<file path="src/rtl/proto_frame_engine.sv">
// proto_frame_engine: receives CMD/LEN/payload frames, executes ECHO or SUM, and replies over 4-phase handshakes.
// Define PROTO_FRAME_CHECKSUM_EN to add a trailing XOR CHK word in both directions.
module proto_frame_engine #(
  parameter int DATA_W = 8,
  parameter int MAX_LEN = 16,
  parameter int TIMEOUT_CYC = 1000
) (
  input  logic              in_clk,
  input  logic              in_rst,
  input  logic [DATA_W-1:0] in_data_rx,
  input  logic              in_data_rx_hsk_req,
  output logic              out_data_rx_hsk_ack,
  output logic [DATA_W-1:0] out_data_tx,
  output logic              out_data_tx_hsk_req,
  input  logic              in_data_tx_hsk_ack,
  output logic              out_rx_enable,
  output logic              out_busy,
  output logic              out_frame_err
);
  localparam int AW = (MAX_LEN > 1) ? $clog2(MAX_LEN) : 1;
  localparam int TW = $clog2(TIMEOUT_CYC + 1);
  localparam logic [7:0] MAX_L = 8'(MAX_LEN);
  localparam logic [DATA_W-1:0] ST_OK = '0;
  localparam logic [DATA_W-1:0] ST_BAD_CMD = DATA_W'(1);
  localparam logic [DATA_W-1:0] ST_BAD_LEN = DATA_W'(2);
  localparam logic [DATA_W-1:0] ST_TIMEOUT = DATA_W'(3);
  typedef enum logic [2:0] {
    RX_CMD,
    RX_LEN,
    RX_PAY,
`ifdef PROTO_FRAME_CHECKSUM_EN
    RX_CHK,
`endif
    EXEC,
    TX
  } state_t;
`ifdef PROTO_FRAME_CHECKSUM_EN
  localparam logic [DATA_W-1:0] ST_BAD_CHK = DATA_W'(4);
  localparam state_t PAY_NEXT = RX_CHK;
  localparam logic [8:0] CHK_W = 9'd1;
`else
  localparam state_t PAY_NEXT = EXEC;
  localparam logic [8:0] CHK_W = 9'd0;
`endif
  state_t state_q, state_d;
  logic ack_q, ack_d, tx_req_q, tx_req_d;
  logic [DATA_W-1:0] tx_data_q, tx_data_d, cmd_q, cmd_d, sum_q, sum_d;
  logic [DATA_W-1:0] status_q, status_d, tx_chk_q, tx_chk_d, tx_word;
  logic [7:0] len_q, len_d, cnt_q, cnt_d, rlen_q, rlen_d, rx_len;
  logic [8:0] tx_idx_q, tx_idx_d, tx_total;
  logic [TW-1:0] tmo_q, tmo_d;
  logic [DATA_W-1:0] buf_q [MAX_LEN];
  logic buf_we, rx_mid, accept, tmo_hit, is_echo, is_sum;
  logic [AW-1:0] wr_idx, rd_idx;
  assign rx_mid = state_q != RX_CMD && state_q != EXEC && state_q != TX;
  assign out_rx_enable = (state_q == RX_CMD || rx_mid) && !ack_q;
  assign accept = out_rx_enable && in_data_rx_hsk_req;
  assign tmo_hit = rx_mid && !in_data_rx_hsk_req && !ack_q && tmo_q == TW'(TIMEOUT_CYC - 1);
  assign out_busy = state_q != RX_CMD;
  assign out_data_rx_hsk_ack = ack_q;
  assign out_data_tx = tx_data_q;
  assign out_data_tx_hsk_req = tx_req_q;
  assign is_echo = cmd_q == DATA_W'(1);
  assign is_sum = cmd_q == DATA_W'(2);
  assign rx_len = 8'(in_data_rx);
  assign wr_idx = AW'(cnt_q);
  assign rd_idx = AW'(tx_idx_q - 9'd3);
  assign tx_total = 9'd3 + 9'(rlen_q) + CHK_W;
  // Response layout: CMD, STATUS, RLEN, data..., then CHK slot when enabled.
  assign tx_word = tx_idx_q == 9'd0 ? cmd_q :
                   tx_idx_q == 9'd1 ? status_q :
                   tx_idx_q == 9'd2 ? DATA_W'(rlen_q) :
                   tx_idx_q < 9'd3 + 9'(rlen_q) ? (is_echo ? buf_q[rd_idx] : sum_q) : tx_chk_q;
`ifdef PROTO_FRAME_CHECKSUM_EN
  logic [DATA_W-1:0] rx_chk_q, rx_chk_d;
  always_comb rx_chk_d = !accept ? rx_chk_q : state_q == RX_CMD ? in_data_rx : rx_chk_q ^ in_data_rx;
  always_ff @(posedge in_clk) rx_chk_q <= in_rst ? '0 : rx_chk_d;
`endif
  always_comb begin
    state_d = state_q;
    ack_d = ack_q ? in_data_rx_hsk_req : accept;
    tx_req_d = tx_req_q;
    tx_data_d = tx_data_q;
    cmd_d = cmd_q;
    len_d = len_q;
    cnt_d = cnt_q;
    sum_d = sum_q;
    status_d = status_q;
    rlen_d = rlen_q;
    tx_idx_d = tx_idx_q;
    tx_chk_d = tx_chk_q;
    buf_we = 1'b0;
    out_frame_err = 1'b0;
    tmo_d = (accept || !rx_mid) ? '0 : (!in_data_rx_hsk_req && !ack_q) ? tmo_q + TW'(1) : tmo_q;
    case (state_q)
      RX_CMD: if (accept) begin
        cmd_d = in_data_rx;
        sum_d = '0;
        cnt_d = '0;
        status_d = ST_OK;
        state_d = RX_LEN;
      end
      RX_LEN: if (accept) begin
        len_d = rx_len;
        status_d = rx_len > MAX_L ? ST_BAD_LEN : status_q;
        state_d = rx_len == 8'd0 ? PAY_NEXT : RX_PAY;
      end
      RX_PAY: if (accept) begin
        buf_we = len_q <= MAX_L;
        sum_d = sum_q + in_data_rx;
        cnt_d = cnt_q + 8'd1;
        state_d = cnt_q + 8'd1 == len_q ? PAY_NEXT : RX_PAY;
      end
`ifdef PROTO_FRAME_CHECKSUM_EN
      RX_CHK: if (accept) begin
        status_d = (status_q == ST_OK && in_data_rx != rx_chk_q) ? ST_BAD_CHK : status_q;
        state_d = EXEC;
      end
`endif
      EXEC: begin
        status_d = (status_q == ST_OK && !is_echo && !is_sum) ? ST_BAD_CMD : status_q;
        rlen_d = status_d != ST_OK ? 8'd0 : is_echo ? len_q : 8'd1;
        tx_idx_d = '0;
        tx_chk_d = '0;
        state_d = TX;
      end
      TX: begin
        if (tx_req_q && in_data_tx_hsk_ack) begin
          tx_req_d = 1'b0;
          tx_idx_d = tx_idx_q + 9'd1;
          tx_chk_d = tx_chk_q ^ tx_data_q;
        end else if (!tx_req_q && !in_data_tx_hsk_ack) begin
          if (tx_idx_q == tx_total) begin
            state_d = RX_CMD;
            out_frame_err = status_q != ST_OK;
          end else begin
            tx_req_d = 1'b1;
            tx_data_d = tx_word;
          end
        end
      end
      default: state_d = RX_CMD;
    endcase
    if (tmo_hit) begin
      status_d = ST_TIMEOUT;
      state_d = EXEC;
    end
  end
  always_ff @(posedge in_clk) begin
    if (in_rst) begin
      state_q <= RX_CMD;
      ack_q <= 1'b0;
      tx_req_q <= 1'b0;
      tx_data_q <= '0;
      cmd_q <= '0;
      len_q <= '0;
      cnt_q <= '0;
      sum_q <= '0;
      status_q <= ST_OK;
      rlen_q <= '0;
      tx_idx_q <= '0;
      tx_chk_q <= '0;
      tmo_q <= '0;
    end else begin
      state_q <= state_d;
      ack_q <= ack_d;
      tx_req_q <= tx_req_d;
      tx_data_q <= tx_data_d;
      cmd_q <= cmd_d;
      len_q <= len_d;
      cnt_q <= cnt_d;
      sum_q <= sum_d;
      status_q <= status_d;
      rlen_q <= rlen_d;
      tx_idx_q <= tx_idx_d;
      tx_chk_q <= tx_chk_d;
      tmo_q <= tmo_d;
    end
  end
  always_ff @(posedge in_clk) begin
    if (buf_we) buf_q[wr_idx] <= in_data_rx;
  end
endmodule

</file>
<file path="config.mk">
export PLATFORM = sky130hd
export DESIGN_NAME = proto_frame_engine
export DESIGN_NICKNAME = d
export VERILOG_FILES = /design/src/rtl/proto_frame_engine.sv
export SDC_FILE = /design/constraint.sdc
export NUM_CORES = 1
export LEC_CHECK = 0
export ABC_AREA = 1
export CAP_MARGIN = 20
export CORE_AREA = 2 2 211 213
export DETAILED_ROUTE_END_ITERATION = 16
export DIE_AREA = 0 0 213 215
export PLACE_DENSITY = 0.41
export SYNTH_ARGS = -nofsm -noshare
export SYNTH_HDL_FRONTEND = slang
export SYNTH_SLANG_ARGS = --single-unit
</file>
<file path="constraint.sdc">
create_clock -name in_clk -period 2.4 [get_ports in_clk]
set_input_delay 0.6 -clock in_clk [delete_from_list [all_inputs] [get_ports in_clk]]
set_output_delay 0.6 -clock in_clk [all_outputs]
set_load 0.01 [all_outputs]
</file>
==> results.sh, run 1 <==
export IMPL_ios=25
export IMPL_fin_crit_ns=3.21
export IMPL_grt_total_usage_pct=13.8
export IMPL_cts_root_buf="clkbuf_16"
export IMPL_finalCritPeriodShare_pct=134
export IMPL_r2r_slack_ns=-0.29
export IMPL_ant_nets=0
export IMPL_clock_latency_ns=0.57
export IMPL_gp_congestion=0.808
export IMPL_synth_ff_type="edfxtp_1"
export IMPL_ir_drop_mv=0.385
export IMPL_nets=1475
export IMPL_drive_gt1_share_pct=15.7
export IMPL_grt_pass1_wl_um=49000
export IMPL_die_h_um=215
export IMPL_startpoint_type="flop"
export IMPL_p_leak_nw=5.62
export IMPL_cts_buffers_inserted=27
export IMPL_async_flop_share_pct=0
export IMPL_synth_cell_type_count=46
export IMPL_reg2reg_to="out_data_tx[3]"
export IMPL_hold_path_end="status_q[5]"
export IMPL_synth_seq_area_share_pct=51.9
export IMPL_yosysWarnings=0
export IMPL_yosysTopAreaCell="edfxtp_1"
export IMPL_cp_arrival_ns=2.61
export IMPL_htree_levels=1
export IMPL_maxSlewHeadroom_pct=61.1
export IMPL_clkSlewWorstSetupHoldPaths_ns=0.06
export IMPL_portBuffers=24
export IMPL_status="finished, violations left"
export IMPL_wl_per_cell_um=15.2
export IMPL_netlist_area_mm2=0.0108
export IMPL_initial_core_util_pct=24.8
export IMPL_synth_top_area_share_pct=35.6
export IMPL_syn_instance_count=1317
export IMPL_syn2layout_area_growth_pct=26.4
export IMPL_ff2ff_path_depth=22
export IMPL_tightest_slew_ns=0.578
export IMPL_clock_skew_ns=0.0215
export IMPL_ys_seq_elements=216
export IMPL_diodes=0
export IMPL_cts_sinks=216
export IMPL_cts_tree="built"
export IMPL_core_area_mm2=0.0436
export IMPL_report_final_slew_viol_count=0
export IMPL_synth_most_common_cell="nand2_1"
export IMPL_syn_num_nets=1358
export IMPL_finalSetupViolCount=12
export IMPL_power_density_mw_per_mm2=770
export IMPL_r2r_start="rlen_q[0]"
export IMPL_hold_depth=2
export IMPL_synth_edf_count=128
export IMPL_critPathMaxFanout=3
export IMPL_syn_area_per_cell_um2=8.20
export IMPL_vias_per_cell=4.24
export IMPL_die_w_um=213
export IMPL_fin_ws_ns=-0.809
export IMPL_grt_pass1_vias=8570
export IMPL_rows=77
export IMPL_via_count=8682
export IMPL_route_detailed_drc=0
export IMPL_hpwl_um=21700
export IMPL_cp_end_kind="output port"
export IMPL_hold_viol_final=0
export IMPL_grt_max_degree=66
export IMPL_max_cap_violations=0
export IMPL_wirelength_um=31100
export IMPL_overflow=0
export IMPL_crit_type="reg2out"
export IMPL_fp_dieArea_mm2=0.0458
export IMPL_clockBufferDepth=3
export IMPL_antenna_found_initial=0
export IMPL_synth_commonest_cells="nand2_1 (398), inv_1 (210), edfxtp_1 (128), nand3_1 (109), a21oi_1 (93)"
export IMPL_drtPass1Iterations=5
export IMPL_rsz0062_at_grt="yes"
export IMPL_place_ws_ns=-0.706
export IMPL_violations="setup timing"
export IMPL_cp_required_ns=1.80
export IMPL_first_iter_violations=379
export IMPL_fmax_mhz=312
export IMPL_synth_area_leaders="edfxtp_1 (36%), dfxtp_1 (16%), nand2_1 (14%)"
export IMPL_min_from="status_q[5]"
export IMPL_hold_path_class="reg2reg"
export IMPL_final_util_pct=31.3
## how the worst max path moves through the flow
stage,from,end
floorplan,rlen_q[0],out_frame_err
global placement,rlen_q[1],out_frame_err
detailed placement,rlen_q[0],out_frame_err
CTS,rlen_q[0],out_frame_err
global route,rlen_q[0],out_frame_err
finish,rlen_q[0],out_frame_err
## critical path: stages, from the launching register on
cell and delay (ns):
dfxtp_2 0.35, inv_4 0.05, ha_4 0.16, nor3_4 0.14, nand3_2 0.11, xor2_1 0.16
ha_1 0.30, nand2_1 0.10, nor3_2 0.12, nand4_1 0.12, buf_4 0.17, nor3b_2 0.14
buf_2 0.14
## cell families (layout without fill, tap and decap cells)
group,after synthesis,count (layout),synth area share (%)
and+or+nand+nor,635,635,24.8
buffers and inverters,259,397,10.1
AOI/OAI and AO/OA,157,157,7.87
adders and majority gates,29,29,3.43
xor gates and xnor gates,21,21,1.95
DFF,216,216,51.9
## cell type report
class                      count  area [um2]
tap                          592         741
fill                        4595       30000
timing repair buffer         130        1140
multi-input combinational    842        4340
sequential                   216        5610
inverter                     217         817
clock buffer                  34         723
clock inverter                16         300
## registers in the layout, summed over array words and instances, names as in the netlist
register / flops
status_q: 8
sum_q: 8
state_q: 3
rlen_q: 8
cmd_q: 8
buf_q: 128
len_q: 8
tmo_q: 10
cnt_q: 8
tx_idx_q: 9
out_data_tx: 8
out_data_tx_hsk_req: 1
out_data_rx_hsk_ack: 1
tx_chk_q: 8
## metal layers
| metal | global-route usage, % | share of wire (%) | vias to the layer above |
|---|---|---|---|
| li1 | - | - | 4485 |
| met1 | 18.0 | 47 | 4048 |
| met2 | 23.4 | 47 | 105 |
| met3 | 2.06 | 3.2 | 44 |
| met4 | 4.57 | 3.0 | 0 |
| met5 | 0 | 0 | - |
## per-stage QoR
step / setup TNS [ns] / hold slack, ns / instances / total power, W / cell area, um2
finish: -3.40 / 0.453 / 2047 / 0.0105 / 13700
global route: -5.71 / 0.469 / 2047 / 0.0110 / 13700
CTS: -3.68 / 0.456 / 2047 / 0.0106 / 13600
detailed placement: -28.46 / 0.447 / 1993 / 0.00577 / 12400
global placement: -27.54 / 0.443 / 1993 / 0.00577 / 12400
floorplan: -0.0502 / 0.435 / 1317 / 0.00514 / 10900
## timing repair
item	4_1_cts	5_1_grt
pin swaps	23	11
hold buffers	0	0
resized for setup	43	22
buffers inserted	4	1
endpoints found under the setup margin	14	14
cloned	0	1
## report_power, final
group | switching, W | leakage, nW | total (W) | internal (W)
sequential | 0.0000835 | 1.86 | 0.00415 | 0.00407
clock | 0.00172 | 0.486 | 0.00472 | 0.00301
combinational | 0.00106 | 3.27 | 0.00164 | 0.000575
total | 0.00287 | 5.62 | 0.0105 | 0.00765
## layout by cell type (no fill, tap or decap), types with 4 or more instances in the layout
cell             instances
dfxtp_2                  4
o21ai_0                 36
ha_1                    26
o32ai_1                  8
clkbuf_16               29
nor2_4                   6
nor2_1                  66
clkdlybuf4s50_1         21
dfxtp_1                 84
buf_12                   6
nor3_1                  10
nand3_2                  5
clkbuf_1                 6
bufinv_16                8
a21oi_2                  7
xor2_1                  16
nand3_1                106
nor4_1                   5
nand2_2                 13
edfxtp_1               128
nor2_2                   9
inv_1                  205
a21oi_1                 87
inv_2                   11
nand2_1                383
buf_4                   95
nand3b_1                 4
buf_6                    4
nor3_2                   4
nand4_1                 10
No activity file was read; power rests on OpenSTA's default activity.
==> inputs of run 2 (changes only) <==
ABC_AREA = 0   (was 1)
CORE_AREA = 2 2 201 203   (was 2 2 211 213)
DIE_AREA = 0 0 203 205   (was 0 0 213 215)
DONT_BUFFER_PORTS = 1   (was unset)
PLACE_DENSITY = 0.4   (was 0.41)
==> results.sh, run 2 <==
export IMPL_status="finished, violations left"
export IMPL_violations="setup timing"
export IMPL_clockBufferDepth=3
export IMPL_final_util_pct=31.3
export IMPL_top_register="buf_q"
export IMPL_synth_seq_area_share_pct=57.3
export IMPL_sw_frac_of_total_pct=22.2
export IMPL_finalPower_w=0.00807
export IMPL_vias_per_cell=4.50
export IMPL_startpoint_type="flop"
export IMPL_syn_num_nets=830
export IMPL_die_w_um=203
export IMPL_syn_instance_count=789
export IMPL_cts_sinks=216
export IMPL_critPathMaxFanout=4
export IMPL_yosysTopAreaCell="edfxtp_1"
export IMPL_route_detailed_drc=0
export IMPL_netlist_area_mm2=0.00979
export IMPL_drive_gt1_share_pct=23.3
export IMPL_tns_ns=-3.26
export IMPL_async_flop_share_pct=0
export IMPL_ir_drop_mv=0.500
export IMPL_p_leak_nw=4.31
export IMPL_power_density_mw_per_mm2=656
export IMPL_pwr_share_clk_pct=47.6
export IMPL_synth_ff_type="edfxtp_1"
export IMPL_hold_viol_final=0
export IMPL_syn_area_per_cell_um2=12.4
export IMPL_maxSlewHeadroom_pct=63.4
export IMPL_synth_commonest_cells="edfxtp_1 (128), dfxtp_1 (88), nand2_1 (73), nor2_1 (70), a21oi_1 (50)"
export IMPL_tightest_slew_ns=0.548
export IMPL_core_area_mm2=0.0394
export IMPL_slowest_delay_ns=0.37
export IMPL_finalCritPeriodShare_pct=125
export IMPL_cts_buffers_inserted=26
export IMPL_ant_nets=0
export IMPL_cp_num_buf_inv=3
export IMPL_grt_max_degree=52
export IMPL_first_iter_violations=419
export IMPL_met1_usage_pct=19.0
export IMPL_nets=919
export IMPL_finalSetupViolCount=10
export IMPL_gr_usage_met2_pct=21.2
export IMPL_layout_common_cells="edfxtp_1 (128), dfxtp_1 (85), buf_4 (74)"
export IMPL_cp_required_ns=1.80
export IMPL_cts_root_buf="clkbuf_16"
export IMPL_wirelength_um=27100
export IMPL_fin_ws_ns=-0.589
export IMPL_hold_path_class="in2reg"
export IMPL_hpwl_um=18700
export IMPL_clock_skew_ns=0.0143
export IMPL_fp_dieArea_mm2=0.0416
export IMPL_synth_cell_type_count=51
export IMPL_drtPass1Iterations=4
export IMPL_busiest_layer="met2"
export IMPL_clkSlewWorstSetupHoldPaths_ns=0.06
export IMPL_gp_congestion=0.747
export IMPL_via_count=6406
export IMPL_grt_pass1_wl_um=41800
export IMPL_grt_pass1_vias=6614
export IMPL_fin_crit_ns=2.99
export IMPL_clock_latency_ns=0.55
export IMPL_max_cap_violations=0
export IMPL_yosysWarnings=0
export IMPL_ios=25
export IMPL_grt_use_met3_pct=2.07
export IMPL_synth_edf_count=128
export IMPL_p_sw_w=0.00179
export IMPL_grt_total_usage_pct=13.4
export IMPL_cts_tree="built"
export IMPL_cp_end_kind="output port"
export IMPL_wl_per_cell_um=19.1
export IMPL_synth_area_leaders="edfxtp_1 (39%), dfxtp_1 (18%), mux4_2 (7.4%)"
export IMPL_layout_commonest_cell="edfxtp_1"
export IMPL_cp_cell_sequence="inv_4 > ha_4 > nor2_4 > and3_4 > xnor2_2 > ha_1 > and4_4 > nand3_4 > buf_6 > nor2_4 > buf_6"
export IMPL_rows=73
export IMPL_report_final_slew_viol_count=0
export IMPL_syn2layout_area_growth_pct=25.8
export IMPL_largest_reg_flops=128
export IMPL_p_seq_share_pct=49.2
export IMPL_rsz0062_at_grt="yes"
export IMPL_die_h_um=205
export IMPL_p_int_w=0.00628
export IMPL_crit_type="reg2out"
export IMPL_reg_largest_list="buf_q (128), tmo_q (10), tx_idx_q (9)"
export IMPL_ys_seq_elements=216
export IMPL_cp_slowest_cell="dfxtp_4"
export IMPL_path_delay_family="simple AND/OR/NAND/NOR gates"
export IMPL_p_comb_share_pct=3.2
export IMPL_diodes=0
export IMPL_synth_most_common_cell="edfxtp_1"
export IMPL_cp_arrival_ns=2.39
export IMPL_htree_levels=1
export IMPL_fmax_mhz=335
export IMPL_synth_top_area_share_pct=39.3
export IMPL_initial_core_util_pct=24.9
export IMPL_overflow=0
export IMPL_antenna_found_initial=0
export IMPL_portBuffers=0
-- run 2: final cells by class --
class | count | area, um2
Sequential cell | 216 | 5610
Timing Repair Buffer | 99 | 1020
Multi-Input combinational cell | 522 | 4130
Fill cell | 3917 | 27100
Inverter | 13 | 51.3
Clock inverter | 19 | 171
Clock buffer | 28 | 668
Tap cell | 525 | 657
-- run 2: repair_timing --
item / 4_1_cts / 5_1_grt
pin swaps: 10 / 9
buffers inserted: 10 / 3
hold buffers: 0 / 0
resized for setup: 15 / 8
setup endpoints to repair: 10 / 10
-- run 2: path summary, 6_finish.rpt --
kind / start / end / slack, ns / depth (start not counted)
hold reg to reg: cmd_q[2] / cmd_q[2] / 0.48 / 2
setup reg to reg: rlen_q[0] / out_data_tx[7] / -0.36 / 15
hold / removal: in_rst / out_data_tx_hsk_req / 0.14 / 1
setup / recovery: rlen_q[0] / out_frame_err / -0.59 / 11
-- run 2: logic make-up (layout without fill, tap and decap cells) --
kind of cell,Yosys count,in the layout,synth area share (%)
muxes,65,65,12.2
DFF,216,216,57.3
and+or+nand+nor,258,258,12.8
xor gates and xnor gates,48,48,4.37
adders and majority gates,29,29,3.78
AOI/OAI and AO/OA,122,122,7.40
buffers and inverters,51,159,2.24
-- run 2: per-layer routing --
metal / vias up / wire [um]
met1: 3176 / 13500
met4: 0 / 414
met3: 31 / 1010
met5: - / 0
met2: 90 / 12200
li1: 3109 / -
-- run 2: through the flow --
step / instance area (um2) / setup slack [ns] / instances / hold slack (ns)
CTS: 12200 / -0.669 / 1419 / 0.0978
global placement: 11300 / -0.229 / 1363 / 0.457
global route: 12300 / -0.723 / 1422 / 0.118
finish: 12300 / -0.589 / 1422 / 0.140
floorplan: 9920 / 0.0000342 / 789 / 0.445
detailed placement: 11300 / -0.351 / 1363 / 0.466
-- run 2: power groups by stage --
stage / combinational [W] / clock (W) / sequential, W
global placement: 0.000256 / 0 / 0.00405
global route: 0.000287 / 0.00412 / 0.00397
finish: 0.000255 / 0.00385 / 0.00397
detailed placement: 0.000256 / 0 / 0.00405
floorplan: 0.000175 / 0 / 0.00404
CTS: 0.000259 / 0.00399 / 0.00397
